==> src/rtl/mem_port_arbiter.sv <==
// mem_port_arbiter: shares one memory port between instruction fetch and data access
module mem_port_arbiter #(
    parameter int BITSIZE      = 32,
    parameter int STARVE_LIMIT = 4
) (
    input  logic               clk,
    input  logic               rst_i,
    input  logic               flush_i,
    input  logic [BITSIZE-1:0] IF_addr_i,
    input  logic               IF_read_i,
    output logic               IF_valid_o,
    output logic [31:0]        IF_data_o,
    input  logic [BITSIZE-1:0] D_addr_i,
    input  logic               D_read_i,
    input  logic               D_write_i,
    input  logic [31:0]        D_wdata_i,
    input  logic [3:0]         D_be_i,
    output logic               D_valid_o,
    output logic [31:0]        D_data_o,
    output logic [BITSIZE-1:0] MEM_addr_o,
    output logic               MEM_read_o,
    output logic               MEM_write_o,
    output logic [31:0]        MEM_wdata_o,
    output logic [3:0]         MEM_be_o,
    input  logic [31:0]        MEM_data_i,
    input  logic               MEM_valid_i
);
    localparam int SW = $clog2(STARVE_LIMIT + 1);
    localparam logic [1:0] IDLE = 2'd0, SERVE_I = 2'd1, SERVE_D = 2'd2, DRAIN = 2'd3;
    logic [1:0]    state;
    logic [SW-1:0] starve_cnt;
    logic          d_req, starved, grant_i, grant_d;
    always_comb begin
        d_req   = D_read_i | D_write_i;
        starved = starve_cnt == SW'(STARVE_LIMIT);
        grant_i = state == IDLE && IF_read_i && !flush_i && (!d_req || starved);
        grant_d = state == IDLE && d_req && !grant_i;
    end
    assign IF_valid_o = state == SERVE_I && MEM_valid_i && !flush_i;
    assign D_valid_o  = state == SERVE_D && MEM_valid_i;
    assign IF_data_o  = MEM_data_i;
    assign D_data_o   = MEM_data_i;
    always_ff @(posedge clk) begin
        if (rst_i) begin
            state       <= IDLE;
            starve_cnt  <= '0;
            MEM_addr_o  <= '0;
            MEM_read_o  <= 1'b0;
            MEM_write_o <= 1'b0;
            MEM_wdata_o <= '0;
            MEM_be_o    <= '0;
        end else begin
            if (grant_i)
                starve_cnt <= '0;
            else if (grant_d && IF_read_i && !starved)
                starve_cnt <= starve_cnt + 1'b1;
            case (state)
                IDLE: begin
                    if (grant_i) begin
                        state       <= SERVE_I;
                        MEM_addr_o  <= IF_addr_i;
                        MEM_read_o  <= 1'b1;
                        MEM_write_o <= 1'b0;
                        MEM_wdata_o <= '0;
                        MEM_be_o    <= 4'hF;
                    end else if (grant_d) begin
                        state       <= SERVE_D;
                        MEM_addr_o  <= D_addr_i;
                        MEM_read_o  <= D_read_i;
                        MEM_write_o <= D_write_i;
                        MEM_wdata_o <= D_wdata_i;
                        MEM_be_o    <= D_write_i ? D_be_i : 4'hF;
                    end
                end
                SERVE_I: begin
                    if (MEM_valid_i) begin
                        state      <= IDLE;
                        MEM_read_o <= 1'b0;
                    end else if (flush_i)
                        state <= DRAIN;
                end
                SERVE_D: begin
                    if (MEM_valid_i) begin
                        state       <= IDLE;
                        MEM_read_o  <= 1'b0;
                        MEM_write_o <= 1'b0;
                    end
                end
                default: begin
                    if (MEM_valid_i) begin
                        state      <= IDLE;
                        MEM_read_o <= 1'b0;
                    end
                end
            endcase
        end
    end
endmodule
==> config.mk <==
export PLATFORM = sky130hd
export DESIGN_NAME = mem_port_arbiter
export DESIGN_NICKNAME = d
export VERILOG_FILES = /design/src/rtl/mem_port_arbiter.sv
export SDC_FILE = /design/constraint.sdc
export NUM_CORES = 1
export LEC_CHECK = 0
export ABC_AREA = 1
export CAP_MARGIN = 10
export CORE_ASPECT_RATIO = 1.1
export CORE_UTILIZATION = 34
export DETAILED_ROUTE_END_ITERATION = 6
export GPL_ROUTABILITY_DRIVEN = 1
export GPL_TIMING_DRIVEN = 0
export PLACE_DENSITY = 0.84
export SLEW_MARGIN = 20
export SYNTH_ARGS = -nofsm -noshare
export SYNTH_HDL_FRONTEND = slang
export SYNTH_SLANG_ARGS = --single-unit
==> constraint.sdc <==
create_clock -name clk -period 1.57 [get_ports clk]
set_clock_uncertainty 0.2 [all_clocks]
set_input_delay 0.314 -clock clk [delete_from_list [all_inputs] [get_ports clk]]
set_output_delay 0.314 -clock clk [all_outputs]
set_load 0.02 [all_outputs]
; ---- After elaboration in Yosys (flattened, before gate mapping)
; Cells that the tools add are included.
[classes]
n_addsub = 1
eq_ne = 6
muxes = 20
bitwise = 1
n_reduce_logical = 25
[ops]
columns = op, count
row1 = $mux W32, 4
row2 = $mux W4, 3
row3 = $logic_and A1 B1 Y1, 10
row4 = $mux W2, 5
row5 = $mux W1, 6
row6 = $ne A3 B3 Y1 const B, 2
row7 = $reduce_and A3 Y1, 2
row8 = $reduce_bool A2 Y1, 3
row9 = $logic_not A1 Y1, 4
row10 = $pmux W2 S2, 1
row11 = $reduce_and A2 Y1, 2
row12 = $add A3 B1 Y3 const B, 1
row13 = $eq A3 B3 Y1 const B, 1
row14 = $reduce_bool A3 Y1, 1
row15 = $eq A2 B1 Y1 const B, 1
row16 = $eq A2 B2 Y1 const B, 1
row17 = $logic_not A2 Y1, 1
row18 = $ne A2 B2 Y1 const B, 1
row19 = $pmux W1 S2, 1
row20 = $reduce_or A2 Y1, 1
row21 = $logic_or A1 B1 Y1, 1
row22 = $or A1 B1 Y1, 1
[word_totals]
reg_bits = 75
input_bits = 139
output_inout_bits = 136
wordCells = 60

; ---- Logic depth before layout (Yosys ltp)
[depth]
depth_word = 9
ltp_mapped = 10
ltp_nobuf = 9

; ---- Worst setup path after synthesis
; Ideal clock, no wire load.
[synth_timing]
path_kind = register to output
from = register state[0]
to = output IF_valid_o
arrival_time_ns = 1.159
required_ns = 1.056
path_slack_ns = -0.103
path_stages_with_launch = 3
path_buffers = 0
path_cell_list = dfxtp_1 > inv_2 > nor4_1
[synth_via]
elab_chain_cells = 3
[synth_lines]
columns = element, line
row1 = start: declaration, 30  ; logic [1:0] state;
row2 = start signal: assignment, 45  ; state <= IDLE;
row3 = start signal: assignment, 60  ; state <= SERVE_I;
row4 = start signal: assignment, 67  ; state <= SERVE_D;
row5 = $eq A2 B1 Y1, 39  ; assign IF_valid_o = state == SERVE_I && MEM_valid_i && !flush_i;
row6 = $logic_and A1 B1 Y1 (2 in series), 39
row7 = end: declaration, 11  ; output logic IF_valid_o,
; No other way between the ends.

; ---- Worst setup path in the final report
[layout_timing]
from = register state[1]
to = output IF_valid_o
; Same word-level chain as after synthesis.

==> run metrics <==
drt drc=0; die height=roughly 120 µm; Cell Area, Placed=6918 µm²; Final Instance Count excl. Fillers=1044; Final ANT Viol Nets=0; critical path class=reg -> out; Syn Inst Count=roughly 600; CTS buffer count=9; worst r2r dst=MEM_addr_o[18]$_SDFFE_PP0P_; largest area contributor in the netlist=dfxtp_1; WHS Endpoint=MEM_wdata_o[7]$_SDFFE_PP0P_; CP endpoint kind=primary output; mux cell area share after synthesis=0%; Nets=just over 1k; ys async rst share=0%; min-delay src=rst_i; # setup viols final=63; row count=42; clk_lat worst skew=roughly 0.33 ns; GRT Util Overall=between 20% and 30%; final worst slack=-0.1111 ns; largest net degree at the start of global routing=13; hold depth=2; largest family of logic cells by synthesized area=simple AND/OR/NAND/NOR gates; worst path bufs/invs=1; CTS tree=yes; Die Area=between 10000 and 15000 µm²; HPWL after DPL=approximately 11000 µm; Worst path slowest cell=dfxtp_4; Ports=~280; synth warn=0; ANT cells=0; Buffers on Ports=approximately 240; vias in the first global route=about 4.4k; Slew HR=about 54%; CTS HTree Levels=3; Final GP Congestion=0.7724; delay-heaviest family, CP=flip-flops; CTS max path bufs=2; minimum clock period after layout=~1.7 ns; CP max stage delay=0.38 ns; CTS clk-pin slew, worst paths=around 0.06 ns; fin area=around 8400 µm²; Routed WL per cell=between 15 and 20 µm; R2R setup slack=-0.08 ns; crit path launch type=register; routed wire length=15840 µm; failing checks=setup timing; share of the synthesized area in the top cell type=between 30% and 40%; count of cell types in the netlist=25; iteration count of the initial detailed-routing pass=4; synth cell count leaders=nand2_1, nand3_1, dfxtp_1; IR drop worst, VDD=between 0.6 and 0.7 mV; Synth Cell Area=around 4300 µm²; GRT Residual Overflow=0; crit-path max FO=5; Initial DRC Count=a little under 200; r2r worst-path depth=11; final period utilization=107.1%; synthesized-area fraction occupied by adder cells=less than 1%; Synthesized Nets=around 750; syn_area_per_cell=between 7 and 8 µm²; TNS Setup=-2.147 ns; Post-Synth Simple-Gate Area=a little over a third; P&R area growth vs syn=93.93%; Reg-to-Reg Start=starve_cnt[0]$_SDFFE_PP0P_; first-pass GRT wire length=around 22000 µm; Tot Pwr=9.028 mW; EDFF count, synth=0; Starting Density=between 30% and 40%; Compound-Gate Fraction of Synth Area=under 10%; Synth Register Bits=75; core area=between 10000 and 15000 µm²; Synth area leaders=dfxtp_1, nand2_1, buf_4; hold crit path type=in -> reg; Top FF cell, synth=dfxtp_1; Critical Path AT=roughly 1.2 ns; clock root buffer=clkbuf_16; Max Cap Viol=0; fraction of layout cells with a size suffix above 1=33.03%; Leak=3.967 nW; Chip Width=~110 µm; RSZ-0062 raised after global routing=yes; most numerous cell in the Yosys netlist=nand2_1; Synth Area in XOR/XNOR=less than 1%; Max Freq=594.8 MHz; Final Max Slew Viols=0; Post-Place Setup Slack=-0.6676 ns; antenna violations before repair=0; dpl cells=approximately 1000; Clock Sinks=75; PwrDens=around 1100 nW/µm²; Worst-Margin Slew=about 0.7 ns; status=complete, but fails checks; Final Hold Fails=0; Seq/Total Area, Yosys=between 30% and 40%; vias post-DR=4929; Worst EP required=approximately 1.1 ns; worst path cell trace=nor4_4 -> buf_4; Via density=about 4.7
==> per-stage QoR <==
step,hold WS [ns],util (%)
after global placement,0.2472,56.74
after detailed placement,0.2517,56.74
after global routing,0.09000,68.50
after CTS,0.05007,62.21
final,0.08662,68.50
after floorplan,0.2347,-
==> worst register-to-register path, stage by stage, from the launching register on <==
cell     delay [ns]
dfxtp_2        0.33
inv_2          0.07
ha_4           0.14
nand2_4        0.05
o21ai_4        0.10
nand2_4        0.13
buf_6          0.16
buf_8          0.14
nand2_2        0.07
nand3_2        0.06
nand2_2        0.06
inv_2          0.03
==> area by class of cell <==
class                           count  area, µm²
Clock buffer                       11      232.7
Multi-Input combinational cell    356       2399
Clock inverter                      5      77.57
Fill cell                         956       3840
Inverter                           73      295.3
Buffer                             97      857.1
Timing Repair Buffer              273       2786
Tap cell                          154      192.7
Sequential cell                    75       1511
==> state kept, by name, indices dropped and copies added (netlist names) <==
| name | cells |
|---|---|
| MEM_addr_o | 32 |
| MEM_be_o | 4 |
| MEM_read_o | 1 |
| MEM_wdata_o | 32 |
| MEM_write_o | 1 |
| starve_cnt | 3 |
| state | 2 |
==> layer usage <==
layer	vias up	global-route usage, %	share of wire [%]
met1	2298	24.41	38
met5	-	0	0
li1	2413	-	-
met2	180	38.76	53
met4	0	9.250	2.9
met3	38	4.291	6.6
==> how the worst max path moves through the flow <==
stage               depth (start not counted)                  startpoint                           end  slack, ns
floorplan                                   9  starve_cnt[0]$_SDFFE_PP0P_  MEM_wdata_o[28]$_SDFFE_PP0P_       0.03
global placement                            4                 MEM_valid_i                     D_valid_o      -0.65
detailed placement                          4                 MEM_valid_i                     D_valid_o      -0.67
CTS                                         2       state[1]$_SDFFE_PP0P_                    IF_valid_o      -0.12
global route                                9  starve_cnt[0]$_SDFFE_PP0P_      MEM_be_o[2]$_SDFFE_PP0P_      -0.15
finish                                      2       state[1]$_SDFFE_PP0P_                    IF_valid_o      -0.11
==> cell usage in the layout (no fill, tap or decap), drive strengths merged <==
cell type / netlist / routed
a21boi: 1 / 1
a21oi: 37 / 37
buf: 93 / 117
bufinv: 0 / 2
clkbuf: 7 / 34
clkdlybuf4s15: 0 / 10
clkdlybuf4s50: 0 / 164
clkinv: 31 / 32
clkinvlp: 0 / 1
dfxtp: 75 / 75
dlygate4sd2: 0 / 56
ha: 2 / 2
inv: 42 / 43
nand2: 154 / 154
nand3: 101 / 101
nand3b: 32 / 32
nor2: 19 / 19
nor3: 1 / 1
nor4: 1 / 1
o21ai: 7 / 7
xor2: 1 / 1
==> kinds of logic (layout without fill, tap and decap cells) <==
family,count (synthesis),count (layout)
xor+xnor,1,1
fa+ha+maj,2,2
compound gates,45,45
flops,75,75
simple gates,308,308
buf+inv,173,459
==> where the power goes <==
group	switching, mW	internal (mW)
registers	0.207	2.26
clock network	0.814	1.39
logic	2.27	2.09
==> what timing repair did <==
item,in CTS,in global routing
gates resized for setup,160,188
endpoints found under the setup margin,147,87
pin swaps,23,64
hold buffers,0,0
buffers inserted,15,8
gates cloned,4,7
Power figures use the tool's default switching activity.
